**src/rtl/blit_engine_pkg.sv**
```systemverilog
// Shared opcodes, framebuffer geometry and FSM states for the blitter.
// Also holds the column clip test used when walking window bytes.
package blit_engine_pkg;

  localparam logic [2:0] BLIT_OP_NONE      = 3'd0;
  localparam logic [2:0] BLIT_OP_CLEAR     = 3'd1;
  localparam logic [2:0] BLIT_OP_SPRITE    = 3'd2;
  localparam logic [2:0] BLIT_OP_SPRITE_16 = 3'd3;

  localparam int FB_STRIDE = 16;
  localparam int FB_SIZE   = 1024;

  typedef enum logic [3:0] {
    S_IDLE,
    S_SRC_RD,
    S_SRC_WAIT,
    S_SRC_CAP,
    S_FB_RD,
    S_FB_WAIT,
    S_FB_CAP,
    S_FB_WR,
    S_ROW_NEXT,
    S_CLR_WR,
    S_DONE
  } state_t;

  function automatic logic col_clip(
    input logic [6:0] x0,
    input logic [1:0] k,
    input logic       hi
  );
    logic [4:0] col;
    col = {1'b0, x0[6:3]} + {3'b0, k};
    return hi ? (col >= 5'd16) : (col >= 5'd8);
  endfunction

endpackage

```
**src/rtl/blit_engine_row_align.sv**
```systemverilog
// Shifts a sprite row into its framebuffer byte window.
// Caller zeroes b1 for 8-wide sprites.
module blit_row_align (
  input  logic [7:0]  i_b0,
  input  logic [7:0]  i_b1,
  input  logic [2:0]  i_shift,
  output logic [23:0] o_win
);

  logic [23:0] w_cat;

  assign w_cat = {i_b0, i_b1, 8'h00};
  assign o_win = w_cat >> i_shift;

endmodule

```
**src/rtl/blit_engine.sv**
```systemverilog
// Framebuffer blitter: CLEAR, SPRITE and SPRITE_16 with XOR draw,
// clipping and collision, over two synchronous RAM read ports.
module blit_engine
  import blit_engine_pkg::*;
#(
  parameter int FB_ADDR_W  = 10,
  parameter int SRC_ADDR_W = 12
) (
  input  logic                  clk,
  input  logic                  rst_n,
  input  logic                  hires,
  input  logic [2:0]            blit_op,
  input  logic [11:0]           blit_src,
  input  logic [3:0]            blit_srcHeight,
  input  logic [6:0]            blit_destX,
  input  logic [5:0]            blit_destY,
  input  logic                  blit_enable,
  output logic                  blit_done,
  output logic                  blit_collision,
  output logic                  busy,
  output logic                  src_en,
  output logic [SRC_ADDR_W-1:0] src_addr,
  input  logic [7:0]            src_rdata,
  output logic                  fb_en,
  output logic                  fb_wr,
  output logic [FB_ADDR_W-1:0]  fb_addr,
  output logic [7:0]            fb_wdata,
  input  logic [7:0]            fb_rdata
);

  state_t                r_state;
  logic                  r_en_q;
  logic                  r_done;
  logic                  r_coll;
  logic                  r_busy;
  logic                  r_src_en;
  logic [SRC_ADDR_W-1:0] r_src_addr;
  logic                  r_fb_en;
  logic                  r_fb_wr;
  logic [FB_ADDR_W-1:0]  r_fb_addr;
  logic [7:0]            r_fb_wdata;
  logic                  r_wide;
  logic                  r_hires;
  logic [11:0]           r_src;
  logic [4:0]            r_rows;
  logic [4:0]            r_row;
  logic [6:0]            r_x0;
  logic [5:0]            r_y0;
  logic                  r_sb;
  logic [1:0]            r_wb;
  logic [7:0]            r_b0;
  logic [7:0]            r_b1;

  logic                  w_start;
  logic                  w_is_clr;
  logic                  w_is_spr;
  logic [23:0]           w_win;
  logic [7:0]            w_winb;
  logic [7:0]            w_b1;
  logic [6:0]            w_y;
  logic [4:0]            w_row_nx;
  logic [6:0]            w_y_nx;
  logic [6:0]            w_ylim;
  logic [1:0]            w_wb_nx;
  logic                  w_last_wb;
  logic                  w_clip_cur;
  logic                  w_nx_clip;
  logic [FB_ADDR_W-1:0]  w_nx_addr;
  logic [FB_ADDR_W-1:0]  w_first_addr;

  function automatic logic [FB_ADDR_W-1:0] fb_addr_of(
    input logic [6:0] y,
    input logic [6:0] x0,
    input logic [1:0] k
  );
    logic [4:0] col;
    col = {1'b0, x0[6:3]} + {3'b0, k};
    return FB_ADDR_W'(32'(y) * FB_STRIDE + 32'(col));
  endfunction

  function automatic logic [SRC_ADDR_W-1:0] src_addr_of(
    input logic [4:0] row,
    input logic       sb
  );
    logic [11:0] off;
    off = r_wide ? {6'd0, row, sb} : {7'd0, row};
    return SRC_ADDR_W'(r_src + off);
  endfunction

  assign w_start  = blit_enable & ~r_en_q;
  assign w_is_clr = (blit_op == BLIT_OP_CLEAR);
  assign w_is_spr = (blit_op == BLIT_OP_SPRITE && blit_srcHeight != 4'd0)
                  || (blit_op == BLIT_OP_SPRITE_16);

  assign w_b1 = r_wide ? r_b1 : 8'h00;

  blit_row_align u_align (
    .i_b0    (r_b0),
    .i_b1    (w_b1),
    .i_shift (r_x0[2:0]),
    .o_win   (w_win)
  );

  always_comb begin
    w_winb = w_win[7:0];
    unique case (r_wb)
      2'd0:    w_winb = w_win[23:16];
      2'd1:    w_winb = w_win[15:8];
      default: w_winb = w_win[7:0];
    endcase
  end

  assign w_y          = {1'b0, r_y0} + {2'b0, r_row};
  assign w_row_nx     = r_row + 5'd1;
  assign w_y_nx       = {1'b0, r_y0} + {2'b0, w_row_nx};
  assign w_ylim       = r_hires ? 7'd64 : 7'd32;
  assign w_wb_nx      = r_wb + 2'd1;
  assign w_last_wb    = r_wide ? (r_wb == 2'd2) : (r_wb == 2'd1);
  assign w_clip_cur   = col_clip(r_x0, r_wb, r_hires);
  assign w_nx_clip    = col_clip(r_x0, w_wb_nx, r_hires);
  assign w_nx_addr    = fb_addr_of(w_y, r_x0, w_wb_nx);
  assign w_first_addr = fb_addr_of(w_y, r_x0, 2'd0);

  always_ff @(posedge clk or negedge rst_n) begin
    if (!rst_n) begin
      r_state    <= S_IDLE;
      r_en_q     <= 1'b0;
      r_done     <= 1'b0;
      r_coll     <= 1'b0;
      r_busy     <= 1'b0;
      r_src_en   <= 1'b0;
      r_src_addr <= '0;
      r_fb_en    <= 1'b0;
      r_fb_wr    <= 1'b0;
      r_fb_addr  <= '0;
      r_fb_wdata <= 8'h00;
      r_wide     <= 1'b0;
      r_hires    <= 1'b0;
      r_src      <= 12'h000;
      r_rows     <= 5'd0;
      r_row      <= 5'd0;
      r_x0       <= 7'd0;
      r_y0       <= 6'd0;
      r_sb       <= 1'b0;
      r_wb       <= 2'd0;
      r_b0       <= 8'h00;
      r_b1       <= 8'h00;
    end else begin
      r_en_q <= blit_enable;
      unique case (r_state)
        S_IDLE: begin
          if (w_start) begin
            r_busy  <= 1'b1;
            r_coll  <= 1'b0;
            r_hires <= hires;
            r_src   <= blit_src;
            r_wide  <= (blit_op == BLIT_OP_SPRITE_16);
            r_rows  <= (blit_op == BLIT_OP_SPRITE_16) ? 5'd16
                       : {1'b0, blit_srcHeight};
            r_x0    <= hires ? blit_destX : {1'b0, blit_destX[5:0]};
            r_y0    <= hires ? blit_destY : {1'b0, blit_destY[4:0]};
            r_row   <= 5'd0;
            r_sb    <= 1'b0;
            r_wb    <= 2'd0;
            unique case (1'b1)
              w_is_clr: begin
                r_state    <= S_CLR_WR;
                r_fb_en    <= 1'b1;
                r_fb_wr    <= 1'b1;
                r_fb_addr  <= '0;
                r_fb_wdata <= 8'h00;
              end
              w_is_spr: begin
                r_state    <= S_SRC_RD;
                r_src_en   <= 1'b1;
                r_src_addr <= SRC_ADDR_W'(blit_src);
              end
              default: begin
                r_state <= S_DONE;
                r_done  <= 1'b1;
              end
            endcase
          end
        end
        S_SRC_RD:   r_state <= S_SRC_WAIT;
        S_SRC_WAIT: r_state <= S_SRC_CAP;
        S_SRC_CAP: begin
          if (r_sb) r_b1 <= src_rdata;
          else      r_b0 <= src_rdata;
          if (r_wide && !r_sb) begin
            r_sb       <= 1'b1;
            r_src_addr <= src_addr_of(r_row, 1'b1);
            r_state    <= S_SRC_RD;
          end else begin
            r_src_en  <= 1'b0;
            r_wb      <= 2'd0;
            r_fb_en   <= ~col_clip(r_x0, 2'd0, r_hires);
            r_fb_addr <= w_first_addr;
            r_state   <= S_FB_RD;
          end
        end
        S_FB_RD: begin
          if (!w_clip_cur) begin
            r_state <= S_FB_WAIT;
          end else if (w_last_wb) begin
            r_fb_en <= 1'b0;
            r_state <= S_ROW_NEXT;
          end else begin
            r_wb      <= w_wb_nx;
            r_fb_en   <= ~w_nx_clip;
            r_fb_addr <= w_nx_addr;
          end
        end
        S_FB_WAIT: r_state <= S_FB_CAP;
        S_FB_CAP: begin
          r_fb_wr    <= 1'b1;
          r_fb_wdata <= fb_rdata ^ w_winb;
          if ((fb_rdata & w_winb) != 8'h00) r_coll <= 1'b1;
          r_state    <= S_FB_WR;
        end
        S_FB_WR: begin
          r_fb_wr <= 1'b0;
          if (w_last_wb) begin
            r_fb_en <= 1'b0;
            r_state <= S_ROW_NEXT;
          end else begin
            r_wb      <= w_wb_nx;
            r_fb_en   <= ~w_nx_clip;
            r_fb_addr <= w_nx_addr;
            r_state   <= S_FB_RD;
          end
        end
        S_ROW_NEXT: begin
          if (w_row_nx == r_rows) begin
            r_done  <= 1'b1;
            r_state <= S_DONE;
          end else begin
            r_row <= w_row_nx;
            r_sb  <= 1'b0;
            // Rows past the bottom edge burn one cycle each here.
            if (w_y_nx < w_ylim) begin
              r_src_en   <= 1'b1;
              r_src_addr <= src_addr_of(w_row_nx, 1'b0);
              r_state    <= S_SRC_RD;
            end
          end
        end
        S_CLR_WR: begin
          if (r_fb_addr == FB_ADDR_W'(FB_SIZE - 1)) begin
            r_fb_en <= 1'b0;
            r_fb_wr <= 1'b0;
            r_done  <= 1'b1;
            r_state <= S_DONE;
          end else begin
            r_fb_addr <= r_fb_addr + 1'b1;
          end
        end
        S_DONE: begin
          r_done  <= 1'b0;
          r_busy  <= 1'b0;
          r_state <= S_IDLE;
        end
        default: r_state <= S_IDLE;
      endcase
    end
  end

  assign blit_done      = r_done;
  assign blit_collision = r_coll;
  assign busy           = r_busy;
  assign src_en         = r_src_en;
  assign src_addr       = r_src_addr;
  assign fb_en          = r_fb_en;
  assign fb_wr          = r_fb_wr;
  assign fb_addr        = r_fb_addr;
  assign fb_wdata       = r_fb_wdata;

endmodule

```
**config.mk**
```make
export PLATFORM = sky130hd
export DESIGN_NAME = blit_engine
export DESIGN_NICKNAME = d
export VERILOG_FILES = /design/src/rtl/blit_engine_pkg.sv /design/src/rtl/blit_engine_row_align.sv /design/src/rtl/blit_engine.sv
export SDC_FILE = /design/constraint.sdc
export NUM_CORES = 1
export LEC_CHECK = 0
export ABC_AREA = 1
export CELL_PAD_IN_SITES_DETAIL_PLACEMENT = 1
export CELL_PAD_IN_SITES_GLOBAL_PLACEMENT = 1
export CORE_MARGIN = 4
export CORE_UTILIZATION = 44
export DETAILED_ROUTE_END_ITERATION = 7
export PLACE_DENSITY_LB_ADDON = 0.1
export SLEW_MARGIN = 20
export SYNTH_ARGS = -nofsm -noshare
export SYNTH_HDL_FRONTEND = slang
export SYNTH_HIERARCHICAL = 1
export SYNTH_SLANG_ARGS = --single-unit
```
**constraint.sdc**
```tcl
create_clock -name clk -period 6.9 [get_ports clk]
set_input_delay 1.38 -clock clk [delete_from_list [all_inputs] [get_ports clk]]
set_output_delay 1.38 -clock clk [all_outputs]
set_load 0.01 [all_outputs]
```
==> results.toml, run 1 <==
[outcome]
status = "finished clean"

[critical_path]
cp.arrival_ns = 3.67
cp_slowest_stage_delay_ns = 0.59
cp_max_fo = 24
startpoint_type = "input pin"
cp-end-kind = "register"
rrSetupSlack_ns = 3.48
reg2reg_to = "src_addr[7]$_DFFE_PN0P_"
worst_path_most_repeated_cell = "inv_1"
cp_cell_sequence = "clkdlybuf4s50_1 -> inv_1 -> nor2_1 -> nand2_2 -> clkinv_1 -> buf_4 -> o21ai_2 -> inv_1 -> a22o_1"
cp_slowest_cell = "clkinv_1"
worstRegToRegCells = 16
crit_start = "blit_enable"
worstSetupPathType = "in2reg"
r2r-start = "r_row[1]$_DFFE_PN0P_"
crit_end = "r_rows[0]$_DFFE_PN0P_"
cp.required_ns = 7.14

[timing]
max_slew.worst_pin.slew_ns = 0.887
fin_crit_ns = 3.42
relSlewSlack = 0.409
fmax_mhz = 292
fin_skew_ns = 0.00891
whs_ns = 0.474
setup_violations = 0
rsz0062_at_grt = "no"
min_period_over_period = 0.496
setup_tns_ns = 0
hold_viol = 0
slew_violations = 0

[yosys]
yosys_most_used_dff = "dfrtp_1"
synth.most_common_cell = "nand2_1"
synth-edff-count = 0
synth_fp_nets = 1120
async_flop_share = 1.00
yosysTopAreaCell = "dfrtp_1"
synth_seq_cells = 96
netlist_area_sq_um = 7150
seq_area_frac_synth = 0.336
ys_top_cells_by_count = "nand2_1, nand3_1, inv_1"
synth_top_area_share = 0.336
yosys_warnings = 6
syn_inst = 1028
ys_types = 48
syn-mean-instance-area_sq_um = 6.95
synth.area.top_cells = "dfrtp_1, nand2_1, nand3_1"

[cts]
cts_buffer_depth = 2
clk_latency_ns = 0.36
ctsResizeCount = 0
cts_tree = "yes"
clock-sinks = 96
cts_max_level = 3
cts-buffers-inserted = 9
postCtsHoldBufs = 0
root_buffer = "clkbuf_16"
cts_setup_buffers = 0
path_clk_slew_ns = 0.07

[finish]
num-nets-final = 1187
ff_latch_area_sq_um = 2400
layout-area-overhead-vs-synth_pct = 16.8
nFillCells = 2107
diodes = 0
layout-drive-gt1-share = 0.0718
multi_input_area_sq_um = 4080

[die]
dieHeight_microns = 135
dieArea_sq_um = 18300
ios = 88
row_count = 46
core_sq_um = 15900
die_x_microns = 135
initial_core_util = 0.450

[flow_run]
drv_cap = 0

[routing]
route.detailed.drc = 0
drt_iter0_markers = 311
drt_pass1_iterations = 4
avgRoutedWirePerCell_microns = 16.3
ant_nets = 0
drt_wl_total_mm = 21.5
vias = 6970
avgViaCountPerCell = 5.30

[pwr]
power_leakage_nw = 4.30
power_density_nw_per_um2 = 133
peakVddDrop_v = 0.000121

[global_routing]
antenna_found_initial = 0
grt_overflow = 0
grt_pass1_wl_mm = 36.1
grt_pass1_vias = 7226
grt_start_max_net_pins = 58
grt_use_total = 0.243

[placed_design]
gp_congestion = 0.865
port_buffers = 87
dp_hpwl_mm = 16.8

[worst_hold_path]
hp-class = "reg2reg"
## how the worst min path moves through the flow
stage | startpoint | endpoint | slack (ns) | cells after the start
floorplan | r_b1[0]$_DFFE_PN0P_ | r_b1[0]$_DFFE_PN0P_ | 0.45 | 2
global placement | src_addr[1]$_DFFE_PN0P_ | src_addr[1]$_DFFE_PN0P_ | 0.46 | 2
detailed placement | src_addr[11]$_DFFE_PN0P_ | src_addr[11]$_DFFE_PN0P_ | 0.46 | 2
CTS | src_addr[11]$_DFFE_PN0P_ | src_addr[11]$_DFFE_PN0P_ | 0.48 | 2
global route | src_addr[10]$_DFFE_PN0P_ | src_addr[10]$_DFFE_PN0P_ | 0.50 | 2
finish | src_addr[11]$_DFFE_PN0P_ | src_addr[11]$_DFFE_PN0P_ | 0.47 | 2
## worst max-delay path: cells and delay by family
kind                   cells  cell delay, ns
buffers and inverters      5            1.55
and+or+nand+nor            2            0.44
AOI/OAI and AO/OA          2            0.28
## area by class of cell
class / instances / area share
Tap cell: 216 / 0.0324
Clock buffer: 10 / 0.0286
Timing Repair Buffer: 89 / 0.106
Clock inverter: 6 / 0.00495
Multi-Input combinational cell: 787 / 0.489
Sequential cell: 96 / 0.288
Inverter: 112 / 0.0514
## cell families (layout without fill, tap and decap cells)
family / after synthesis / in the layout / share of synthesized area
AOI/OAI and AO/OA: 128 / 128 / 0.0981
and+or+nand+nor: 611 / 611 / 0.390
xor gates and xnor gates: 7 / 7 / 0.00858
DFF: 96 / 96 / 0.336
adders and majority gates: 40 / 40 / 0.0732
buffers and inverters: 145 / 217 / 0.0930
other: 1 / 1 / 0.000525
## metal layers
metal  up-vias  wire (microns)  global-route usage  share of wire
met5         -               0                   0              0
met4         0             410              0.0677          0.019
met3        31             539              0.0279          0.025
met2       102           10600               0.423           0.49
met1      3364            9980               0.320           0.46
li1       3473               -                   -              -
## registers in the layout, summed over array words and instances (netlist names), 5 cells and up
register  cells
fb_addr      10
fb_wdata      8
r_b0          8
r_b1          8
r_row         5
r_src        12
r_x0          7
r_y0          6
src_addr     12
## where the power goes
part           total [W]  internal, W  switching [W]
logic          0.0000543    0.0000294      0.0000249
clock network   0.000490     0.000256       0.000234
registers       0.000563     0.000563   0.0000000763
total            0.00111     0.000848       0.000259
## through the flow
step	utilization	power (W)	cell area, sq um	std cells	worst slack [ns]
floorplan	-	0.000582	7150	1028	4.31
global placement	0.508	0.000629	8060	1300	3.14
detailed placement	0.508	0.000629	8060	1300	3.08
CTS	0.525	0.00112	8340	1316	3.44
global route	0.525	0.00115	8340	1316	3.09
finish	0.525	0.00111	8340	1316	3.48
## cell usage in the layout (no fill, tap or decap), drive strengths merged, types with 3 or more instances in the layout
cell type      instances
a21oi                 26
buf                    3
clkbuf                10
clkdlybuf4s50         86
clkinv                 7
dfrtp                 96
fa                     3
ha                    37
inv                  111
nand2                378
nand3                135
nand3b                 6
nand4                 12
nor2                  62
nor3                  13
o21ai                 83
o21bai                 3
o22ai                  4
xor2                   5
Power figures use the tool's default switching activity.
==> run 2: changes to the inputs <==
- CORE_UTILIZATION: 44 -> 37
- clock period: 6.9 -> 3 ns (I/O delays scaled with it)
==> run 2 against run 1 <==
  * Wire length increased by 2.2%
  * Combinational power increased by 140%
  * Via count down 0.60%
  * Clock skew is essentially flat
  * Largest cell class unchanged
  * Non-clock buffer count up 17
  * Hold slack got worse by 0.36 ns
==> results.toml, run 2 (synthesized netlist as in run 1, its figures left out) <==
[outcome]
status = "finished clean"

[timing]
relSlewSlack = 0.559
slew_violations = 0
setup_violations = 0
rsz0062_at_grt = "no"
max_slew.worst_pin.slew_ns = 0.657
fmax_mhz = 362
fin_skew_ns = 0.00857
min_period_over_period = 0.922
fin_crit_ns = 2.77
hold_viol = 0
worst_slack_ns = 0.234
setup_tns_ns = 0

[die]
initial_core_util = 0.379
core_sq_um = 18800
row_count = 50
die_x_microns = 147
dieHeight_microns = 147
ios = 88
dieArea_sq_um = 21600

[critical_path]
cp_slowest_cell = "dfrtp_1"
cp.required_ns = 3.30
startpoint_type = "register"
worst_path_most_repeated_cell = "nand2_1"
cp_max_fo = 12
worstSetupPathType = "reg2reg"
cp.arrival_ns = 3.06
cp-end-kind = "register"
cp_slowest_stage_delay_ns = 0.38
cp_cell_sequence = "ha_1 -> nand3_1 -> xor2_1 -> inv_1 -> ha_1 -> nand2_1 -> nor2_1 -> nand2_1 -> a31oi_1 -> ha_1 -> nand2_1 -> nand2_1 -> nand2_1 -> buf_4 -> nand3_1 -> nand2_1"

[routing]
avgRoutedWirePerCell_microns = 16.0
drt_wl_total_mm = 22.0
avgViaCountPerCell = 5.03
drt_pass1_iterations = 4
route.detailed.drc = 0
drt_iter0_markers = 250
ant_nets = 0
vias = 6928

[pwr]
pwr-share-seq = 0.500
peakVddDrop_v = 0.000275
p_switching_w = 0.000627
combPwrFrac = 0.051
clkPwrFrac = 0.449
p_int_w = 0.00196
swShare = 0.242
power_density_nw_per_um2 = 302
total_power_w = 0.00259
power_leakage_nw = 4.39

[cts]
path_clk_slew_ns = 0.07
cts-buffers-inserted = 9
cts_buffer_depth = 2
root_buffer = "clkbuf_16"
clock-sinks = 96
cts_tree = "yes"
cts_max_level = 3
clk_latency_ns = 0.36
postCtsHoldBufs = 0

[global_routing]
grt_overflow = 0
antenna_found_initial = 0
grt_pass1_vias = 7146
grt_use_total = 0.208
grt_pass1_wl_mm = 36.9
grt_start_max_net_pins = 52

[flow_run]
drv_cap = 0

[placed_design]
placed_area_sq_um = 8260
gp_congestion = 0.890
dp_slack_ns = 0.212
port_buffers = 87
dp_hpwl_mm = 17.4
dpl.cell_count = 1361

[worst_hold_path]
hp-class = "in2async"

[finish]
final_common_cell = "nand2_1"
final_cells = 1377
final_cell_mix = "nand2_1, nand3_1, inv_1"
layout-drive-gt1-share = 0.0868
diodes = 0
num-nets-final = 1204
layout-area-overhead-vs-synth_pct = 19.9
design_area_sq_um = 8560
## run 2: stage by stage
stage                     hold WS [ns]  utilization
after floorplan                  0.304            -
after global placement           0.457        0.439
after detailed placement         0.469        0.439
after CTS                        0.107        0.454
after global routing             0.108        0.455
final                            0.111        0.455
## run 2: per-layer routing
metal / track usage / part of all wire / vias up
li1: - / - / 3501
met1: 0.282 / 0.49 / 3330
met2: 0.359 / 0.47 / 83
met3: 0.0321 / 0.029 / 14
met4: 0.0336 / 0.0093 / 0
met5: 0 / 0 / -
## run 2: critical path: cells and delay by family, from the launching register on
kind | cells | cell delay, ns
adder cells (fa/ha/maj) | 3 | 0.78
XOR/XNOR | 1 | 0.14
flip-flops | 1 | 0.38
buffers and inverters | 2 | 0.34
AND/OR/NAND/NOR | 9 | 0.91
AO/OA/AOI/OAI | 1 | 0.15
## run 2: layout make-up
type	instances	area [sq um]
Clock buffer	10	239
Tap cell	260	325
Inverter	112	429
Clock inverter	6	51.3
Sequential cell	96	2400
Multi-Input combinational cell	787	4090
Timing Repair Buffer	106	1020
Fill cell	2422	10300
## run 2: power by group through the flow
stage	logic, W	registers (W)	clock network, W
3_5_place_dp	0.000134	0.00132	0
5_1_grt	0.000145	0.00129	0.00126
3_3_place_gp	0.000133	0.00132	0
4_1_cts	0.000135	0.00129	0.00120
6_report	0.000131	0.00129	0.00116
2_1_floorplan	0.0000199	0.00132	0
## run 2: worst paths after layout
kind | from | to | slack, ns | depth (start not counted)
worst max-delay path | r_row[0]$_DFFE_PN0P_ | src_addr[3]$_DFFE_PN0P_ | 0.23 | 16
worst max register to register | r_row[0]$_DFFE_PN0P_ | src_addr[3]$_DFFE_PN0P_ | 0.23 | 16
worst min-delay path | rst_n | fb_addr[7]$_DFFE_PN0P_ | 0.11 | 1
min in group clk | src_addr[6]$_DFFE_PN0P_ | src_addr[6]$_DFFE_PN0P_ | 0.48 | 2
max in group asynchronous | rst_n | src_en$_DFFE_PN0P_ | 2.18 | 2
worst min register to register | src_addr[6]$_DFFE_PN0P_ | src_addr[6]$_DFFE_PN0P_ | 0.48 | 2
## run 2: repair_timing
item,in CTS,in global routing
endpoints found under the setup margin,0,5
buffers inserted,0,0
gates resized for setup,0,3
==> run 3: changes to the inputs <==
- SKIP_CTS_REPAIR_TIMING: default -> 1
==> results of run 3 <==
No change in the layout: final DEF, timing and power equal those of run 2.
